[config.mk]
export PLATFORM = sky130hd
export DESIGN_NAME = hssi_prmgmt_responder
export DESIGN_NICKNAME = d
export VERILOG_FILES = /design/src/rtl/hssi_prmgmt_responder.sv
export SDC_FILE = /design/constraint.sdc
export NUM_CORES = 1
export LEC_CHECK = 0
export CAP_MARGIN = 30
export CORE_ASPECT_RATIO = 1.2
export CORE_MARGIN = 3
export CORE_UTILIZATION = 45
export DETAILED_ROUTE_END_ITERATION = 16
export PLACE_DENSITY = 0.73
export SYNTH_ARGS = -nofsm -noshare
export SYNTH_HDL_FRONTEND = slang
export SYNTH_SLANG_ARGS = --single-unit
[constraint.sdc]
create_clock -name clk -period 4 [get_ports clk]
set_clock_uncertainty 0.05 [all_clocks]
set_input_delay 0.6 -clock clk [delete_from_list [all_inputs] [get_ports clk]]
set_output_delay 0.6 -clock clk [all_outputs]
set_load 0.03 [all_outputs]
[src/rtl/hssi_prmgmt_responder.sv]
// AFU-side HSSI PR-management endpoint: edge-triggered register access over cmd/addr/din,
// 2-stage read pipe on dout, and the a2f_init_start / f2a_init_done handshake sequencer.
module hssi_prmgmt_responder #(
  parameter int NUM_REGS     = 8,
  parameter int INIT_DLY     = 16,
  parameter int INIT_TIMEOUT = 4096
) (
  input  logic                     clk,
  input  logic                     reset,
  input  logic [15:0]              prmgmt_cmd,
  input  logic [15:0]              prmgmt_addr,
  input  logic [31:0]              prmgmt_din,
  input  logic                     prmgmt_freeze,
  input  logic                     prmgmt_ram_ena,
  output logic [31:0]              prmgmt_dout,
  output logic                     prmgmt_fatal_err,
  output logic                     init_start,
  input  logic                     init_done,
  output logic [NUM_REGS*32-1:0]   cfg_q
);

  localparam int AW      = (NUM_REGS > 1) ? $clog2(NUM_REGS) : 1;
  localparam int CNT_MAX = (INIT_TIMEOUT > INIT_DLY) ? INIT_TIMEOUT : INIT_DLY;
  localparam int CW      = $clog2(CNT_MAX + 1);

  localparam logic [2:0] S_IDLE      = 3'd0;
  localparam logic [2:0] S_START_DLY = 3'd1;
  localparam logic [2:0] S_WAIT_DONE = 3'd2;
  localparam logic [2:0] S_RUN       = 3'd3;
  localparam logic [2:0] S_ERR       = 3'd4;

  logic [1:0]    cmd_hist_q;
  logic [31:0]   regs_q [NUM_REGS];
  logic          rd_vld_q;
  logic [31:0]   rd_data_q;
  logic [31:0]   dout_q;
  logic          fatal_q, fatal_d;
  logic [7:0]    err_cnt_q, err_cnt_d;
  logic [2:0]    state_q, state_d;
  logic [CW-1:0] cnt_q, cnt_d;
  logic          fsm_fatal;

  logic          accept, wr_edge, rd_edge;
  logic          wr_go, rd_go, conflict, bad_access;
  logic          addr_ok, addr_zero;
  logic [AW-1:0] addr_idx;
  logic [31:0]   status, rd_mux;
  logic          unused_cmd;

  // Only bits [1:0] carry meaning; the rest of the command word is reserved.
  assign unused_cmd = ^prmgmt_cmd[15:2];

  assign accept     = ~prmgmt_freeze & prmgmt_ram_ena;
  assign wr_edge    = prmgmt_cmd[0] & ~cmd_hist_q[0];
  assign rd_edge    = prmgmt_cmd[1] & ~cmd_hist_q[1];
  assign wr_go      = accept & wr_edge & ~rd_edge;
  assign rd_go      = accept & rd_edge & ~wr_edge;
  assign conflict   = accept & wr_edge & rd_edge;
  assign addr_ok    = prmgmt_addr < 16'(NUM_REGS);
  assign addr_zero  = prmgmt_addr == 16'd0;
  assign addr_idx   = prmgmt_addr[AW-1:0];
  assign bad_access = (wr_go | rd_go) & ~addr_ok;

  assign status = {16'h0000, err_cnt_q, 3'b000, fatal_q, init_done, state_q};

  always_comb begin
    // NOTE: every always_comb output gets a default first so no path can infer a latch.
    rd_mux = 32'h0;
    if (addr_zero)    rd_mux = status;
    else if (addr_ok) rd_mux = regs_q[addr_idx];
  end

  always_comb begin
    err_cnt_d = err_cnt_q;
    if ((conflict | bad_access) && (err_cnt_q != 8'hFF)) err_cnt_d = err_cnt_q + 8'd1;
  end

  always_comb begin
    state_d   = state_q;
    cnt_d     = cnt_q;
    fsm_fatal = 1'b0;
    if (prmgmt_freeze) begin
      state_d = S_IDLE;
      cnt_d   = '0;
    end else begin
      case (state_q)
        S_IDLE: begin
          state_d = S_START_DLY;
          cnt_d   = '0;
        end
        S_START_DLY: begin
          if (cnt_q == CW'(INIT_DLY - 1)) begin
            state_d = S_WAIT_DONE;
            cnt_d   = '0;
          end else begin
            cnt_d = cnt_q + 1'b1;
          end
        end
        S_WAIT_DONE: begin
          if (init_done) begin
            state_d = S_RUN;
            cnt_d   = '0;
          end else if (cnt_q == CW'(INIT_TIMEOUT - 1)) begin
            state_d   = S_ERR;
            cnt_d     = '0;
            fsm_fatal = 1'b1;
          end else begin
            cnt_d = cnt_q + 1'b1;
          end
        end
        // Entering RUN needs init_done high, so a low level here is always a fall.
        S_RUN: begin
          if (!init_done) begin
            state_d   = S_ERR;
            fsm_fatal = 1'b1;
          end
        end
        S_ERR:   state_d = S_ERR;
        default: state_d = S_IDLE;
      endcase
    end
  end

  assign fatal_d = fatal_q | conflict | fsm_fatal;

  always_ff @(posedge clk) begin
    if (reset) begin
      cmd_hist_q <= 2'b00;
      rd_vld_q   <= 1'b0;
      rd_data_q  <= 32'h0;
      dout_q     <= 32'h0;
      fatal_q    <= 1'b0;
      err_cnt_q  <= 8'h00;
      state_q    <= S_IDLE;
      cnt_q      <= '0;
      // NOTE: the register file is visible on cfg_q, so it must come out of reset as zeros.
      for (int i = 0; i < NUM_REGS; i++) regs_q[i] <= 32'h0;
    end else begin
      cmd_hist_q <= prmgmt_cmd[1:0];
      rd_vld_q   <= rd_go;
      if (rd_go)    rd_data_q <= rd_mux;
      if (rd_vld_q) dout_q    <= rd_data_q;
      fatal_q    <= fatal_d;
      err_cnt_q  <= err_cnt_d;
      state_q    <= state_d;
      cnt_q      <= cnt_d;
      // Address 0 is the read-only status word; writes to it are silently dropped.
      if (wr_go && addr_ok && !addr_zero) regs_q[addr_idx] <= prmgmt_din;
    end
  end

  always_comb begin
    cfg_q = '0;
    for (int i = 0; i < NUM_REGS; i++) cfg_q[32*i +: 32] = regs_q[i];
  end

  assign prmgmt_dout      = dout_q;
  assign prmgmt_fatal_err = fatal_q;
  assign init_start       = (state_q == S_WAIT_DONE) | (state_q == S_RUN);

endmodule
==> results.txt, run 1 <==
status -> completed
H-Tree Depth -> 2
final wirelength -> 46,000 um
total power -> 7.99 mW
vias in the first global route -> 10,400
maximum fanout along the worst path -> 22
most common cell after layout, fill and taps aside -> clkdlybuf4s50_1
Chip Height -> 205 um
Worst-path clk slew -> 60 ps
area delta synth->final -> 35.1%
vias -> 10,300
Initial DRC Count -> 822
first-pass GRT wire length -> 66,700 um
largest net degree at the start of global routing -> 75
yosys warns -> 0
number of remaining DRC errors -> 0
Mapped Area -> 0.0148 sq mm
Root Driver -> clkbuf_16
Num CTS Buffers -> 37
Seq/Total Area, Yosys -> 64.2%
cell row count -> 72
I/O pins -> 359
Mapped Cells -> 1,052
vias per cell -> 5.51
Total Routing Usage GR -> 25.7%
setup tns final -> 0 ps
final-stage net count -> 1,499
Max-Cap Viols -> 0
RSZ-0062 raised after global routing -> no
proportion of layout cells with a drive suffix above 1 -> 12.9%
EDFF count, synth -> 256
Buffers on Ports -> 344
Fin. Hold Viols -> 0
initial antenna violation count -> 5
Fill cells -> 2,474
critical path, cell by cell -> clkdlybuf4s50_1 -> nor4_2 -> nand4_2 -> nor4_4 -> buf_4 -> and4b_1 -> or2_2 -> buf_4
CP required -> 4170 ps
Die X-Extent -> 172 um
Synth area leader -> edfxtp_1
Crit Path Category -> input port to register
distinct cell type count after synthesis -> 51
Slowest-stage cell, CP -> clkdlybuf4s50_1
Worst path max stage delay -> 410 ps
Storage cell area -> 0.00953 sq mm
Crit path top cell by count -> buf_4
Post-CTS Setup Bufs -> 0
Buffers & Inverters on Critical Path -> 3
min Tclk post-route -> 2920 ps
clk sink count -> 348
slew margin rel. -> 32.8%
final period utilization -> 73.0%
Worst Path Arrival -> 3090 ps
mean post-synth cell area -> 14.1 sq um
# hold bufs at CTS -> 0
critical path's top delay family -> simple AND/OR/NAND/NOR gates
Fmax -> 343 MHz
worst-margin pin slew -> 1010 ps
Cell Pwr Density -> 399 mW/mm^2
Multi-input gate area -> 0.00515 sq mm
Initial Utilization -> 45.8%
ys flop type -> edfxtp_1
GP Congestion -> 0.851
Setup violations, final -> 0
Area contributors post-synth -> edfxtp_1 52%, dfxtp_1 12%, mux4_2 8.9%
die outline area -> 0.0352 sq mm
global route overflow -> 0
leakage -> 7.46 nW
ys async rst share -> 0%
post-detail-place hpwl -> 30,300 um
post-synth top area share -> 51.8%
Worst Hold Class -> input port to register
cts repair resizes -> 0
Max VDD drop -> 0.000337 V
Core Region -> 0.0324 sq mm
most frequent cells in the layout -> 340 x clkdlybuf4s50_1, 256 x edfxtp_1, 195 x and2_1
Routed Antenna Nets -> 0
critical path endpoint category -> register
first-pass iteration count of the detailed router -> 5
routed len/inst -> 24.7 um
CTS tree -> yes
Worst-Skew Late Latency -> 520 ps
FF+latch count, synth -> 348
CP startpoint kind -> input port
clk buf depth -> 3
Slew Limit Fails -> 0
==> logic make-up (layout without fill, tap and decap cells) <==
group           after synthesis  count (layout)  synth area share, %
flops                       348             348                 64.2
other cells                   1              34               0.0253
fa+ha+maj                     2               2                0.168
mux                         128             128                 13.8
buf+inv                      72             443                 2.08
simple gates                414             414                 15.7
compound gates               74              74                 3.31
xor+xnor                     13              13                0.767
==> cells in the mapped netlist, types with 3 or more instances <==
| master | number |
|---|---|
| or3_1 | 3 |
| o311ai_0 | 3 |
| and4_1 | 5 |
| a21oi_1 | 10 |
| nor3_1 | 7 |
| mux2i_1 | 45 |
| and3_1 | 37 |
| buf_2 | 19 |
| nand2_1 | 36 |
| inv_1 | 3 |
| xor2_1 | 7 |
| buf_4 | 4 |
| a22oi_1 | 19 |
| xnor2_1 | 6 |
| mux2_2 | 24 |
| nor4_2 | 3 |
| edfxtp_1 | 256 |
| clkbuf_1 | 40 |
| o21ai_0 | 22 |
| nor2_1 | 88 |
| and2_1 | 195 |
| mux4_2 | 59 |
| nand2b_1 | 4 |
| or2_2 | 8 |
| a211oi_1 | 4 |
| nor2b_1 | 9 |
| nand4_1 | 4 |
| nand3_1 | 4 |
| buf_1 | 6 |
| dfxtp_1 | 92 |
==> cell type report <==
class	instances	share of cell area, %
Antenna cell	2	0.0250
Multi-Input combinational cell	663	25.7
Tap cell	407	2.54
Sequential cell	348	47.5
Clock inverter	17	0.568
Timing Repair Buffer	375	18.7
Inverter	3	0.0561
Clock buffer	48	4.92
==> power by group <==
part	leakage (nW)	switching (mW)	internal, mW
Sequential	3.46	0.0548	3.95
Combinational	3.47	0.477	0.322
Clock	0.531	1.38	1.81
Total	7.46	1.91	6.08
==> state kept, by name, summed over array words and instances (netlist names) <==
register	cells
prmgmt_fatal_err	1
state_q	3
cmd_hist_q	2
rd_data_q	32
regs_q	256
rd_vld_q	1
err_cnt_q	8
prmgmt_dout	32
cnt_q	13
==> path summary, 6_finish.rpt <==
kind	start	endpoint	slack [ps]	depth (start not counted)
setup / recovery	prmgmt_addr[15]	regs_q[3][0]	1080	8
hold / removal	reset	prmgmt_dout[5]	370	2
setup reg to reg	cmd_hist_q[1]	rd_data_q[1]	1460	6
hold reg to reg	rd_data_q[12]	rd_data_q[12]	410	2
==> stage by stage <==
step,std cells,hold slack (ps),setup slack [ps],utilization (%),cell area [sq um]
6_report,1863,365,1080,61.8,20100
5_1_grt,1863,365,947,61.8,20100
4_1_cts,1860,342,1060,61.7,20000
3_5_place_dp,1795,398,531,58.3,18900
3_3_place_gp,1795,395,539,58.3,18900
2_1_floorplan,1083,375,999,-,15000
==> layer usage <==
metal | wire, um | GRT usage [%] | vias up
li1 | - | - | 4596
met2 | 22500 | 42.1 | 447
met4 | 1720 | 10.1 | 2
met5 | 19 | 0 | -
met1 | 18000 | 33.1 | 5134
met3 | 3780 | 6.41 | 93
==> worst reg2reg max path: cells and delay by family (launching register included) <==
family                 cells  cell delay [ps]
AOI/OAI and AO/OA          2              550
buffers and inverters      1              240
DFF                        1              290
and+or+nand+nor            3             1340
Power figures use the tool's default switching activity.
==> run 2, diff against run 1 <==
PLACE_DENSITY = 0.76   (was 0.73)
clock period = 2.4 ns   (was 4 ns; I/O delays follow)
==> results.txt, run 2 (synthesis gave the netlist of run 1 again) <==
top routing layer used -> met4
Initial Utilization -> 45.8%
Die X-Extent -> 172 um
Fill cells -> 2,320
Worst Hold Class -> input port to register
total power -> 13.7 mW
RSZ-0062 raised after global routing -> yes
post-detail-place hpwl -> 32,500 um
leakage -> 7.78 nW
vias per cell -> 5.52
global route overflow -> 0
Total Routing Usage GR -> 25.7%
largest net degree at the start of global routing -> 108
vias in the first global route -> 10,700
Biggest register -> regs_q
first-pass GRT wire length -> 67,400 um
final period utilization -> 95.1%
final wirelength -> 45,900 um
CTS tree -> yes
Max VDD drop -> 0.000656 V
Metal-1 WL -> 17,500 um
worst r2r path cells -> 6
final-stage net count -> 1,536
Buffers on Ports -> 344
Crit Path Category -> input port to register
area delta synth->final -> 39.3%
Setup violations, final -> 0
Worst-path clk slew -> 60 ps
Worst-Skew Late Latency -> 520 ps
proportion of layout cells with a drive suffix above 1 -> 14.8%
Setup WS pre-CTS -> -425 ps
number of remaining DRC errors -> 0
Max-Cap Viols -> 0
setup tns final -> 0 ps
met3 WL -> 3770 um
vias -> 10,500
die outline area -> 0.0352 sq mm
post-route setup slack -> 119 ps
slew margin rel. -> 62.4%
Worst Path Arrival -> 2440 ps
Root Driver -> clkbuf_16
status -> completed
maximum fanout along the worst path -> 18
Initial DRC Count -> 926
Post-CTS Setup Bufs -> 0
H-Tree Depth -> 2
Cell Pwr Density -> 664 mW/mm^2
initial antenna violation count -> 1
critical path endpoint category -> register
clk sink count -> 348
metal2 WL -> 23,100 um
Hold Path Cell Cnt -> 5
cell row count -> 72
Routed Antenna Nets -> 0
routed len/inst -> 24.2 um
Num CTS Buffers -> 36
Slew Limit Fails -> 0
Fin. Hold Viols -> 0
clk buf depth -> 3
first-pass iteration count of the detailed router -> 5
final hold slack -> 289 ps
worst-margin pin slew -> 564 ps
CP required -> 2560 ps
Largest register FFs -> 256
Fmax -> 438 MHz
GP Congestion -> 0.875
Chip Height -> 205 um
most frequent cells in the layout -> 340 x clkdlybuf4s50_1, 256 x edfxtp_1, 195 x and2_1
most common cell after layout, fill and taps aside -> clkdlybuf4s50_1
CP startpoint kind -> input port
min Tclk post-route -> 2280 ps
Core Region -> 0.0324 sq mm
I/O pins -> 359
-- run 2: timing repair --
item / in CTS / in global routing
gates resized for setup: 0 / 2
hold buffers: 0 / 0
endpoints found under the setup margin: 0 / 9
-- run 2: cell type report --
type	count	area (sq um)	share of cell area, %
clock inverters	20	223	1.08
clock buffers	42	955	4.61
repair buffers	413	4290	20.8
inverters	3	11.3	0.0544
flip-flops and latches	348	9530	46.1
multi-input cells	663	5170	25.0
diodes	1	2.50	0.0121
well taps	407	509	2.46
-- run 2: metrics by stage --
step           utilization, %  area [sq um]  std cells
2_1_floorplan               -         15000       1083
3_3_place_gp             60.1         19500       1834
3_5_place_dp             60.1         19500       1834
4_1_cts                  63.8         20700       1896
5_1_grt                  63.8         20700       1897
6_report                 63.8         20700       1897
-- run 2: final timing paths --
path         slack (ps)            start             to
min                 290            reset   err_cnt_q[1]
max reg2reg         330    cmd_hist_q[0]  regs_q[6][20]
max                 120  prmgmt_addr[14]  regs_q[6][20]
min reg2reg         400     rd_data_q[1]   rd_data_q[1]
-- run 2: worst max-delay path, cell delays in order --
cell	delay (ps)
clkdlybuf4s50_1	430
nor4_2	300
nand4_2	200
nor4_4	290
buf_4	230
and4b_1	230
or2_2	190
buf_12	200
-- run 2: per-layer routing --
layer  GRT usage (%)  up-vias
li1                -     4666
met1            33.0     5189
met2            43.5      522
met3            5.60       90
met4            8.70        0
met5               0        -
-- run 2: where the power goes --
group	switching [mW]	total (mW)	internal, mW	leakage [nW]
clock network	2.27	5.64	3.37	0.569
logic	0.783	1.39	0.610	3.75
registers	0.114	6.70	6.59	3.46
total	3.17	13.7	10.6	7.78
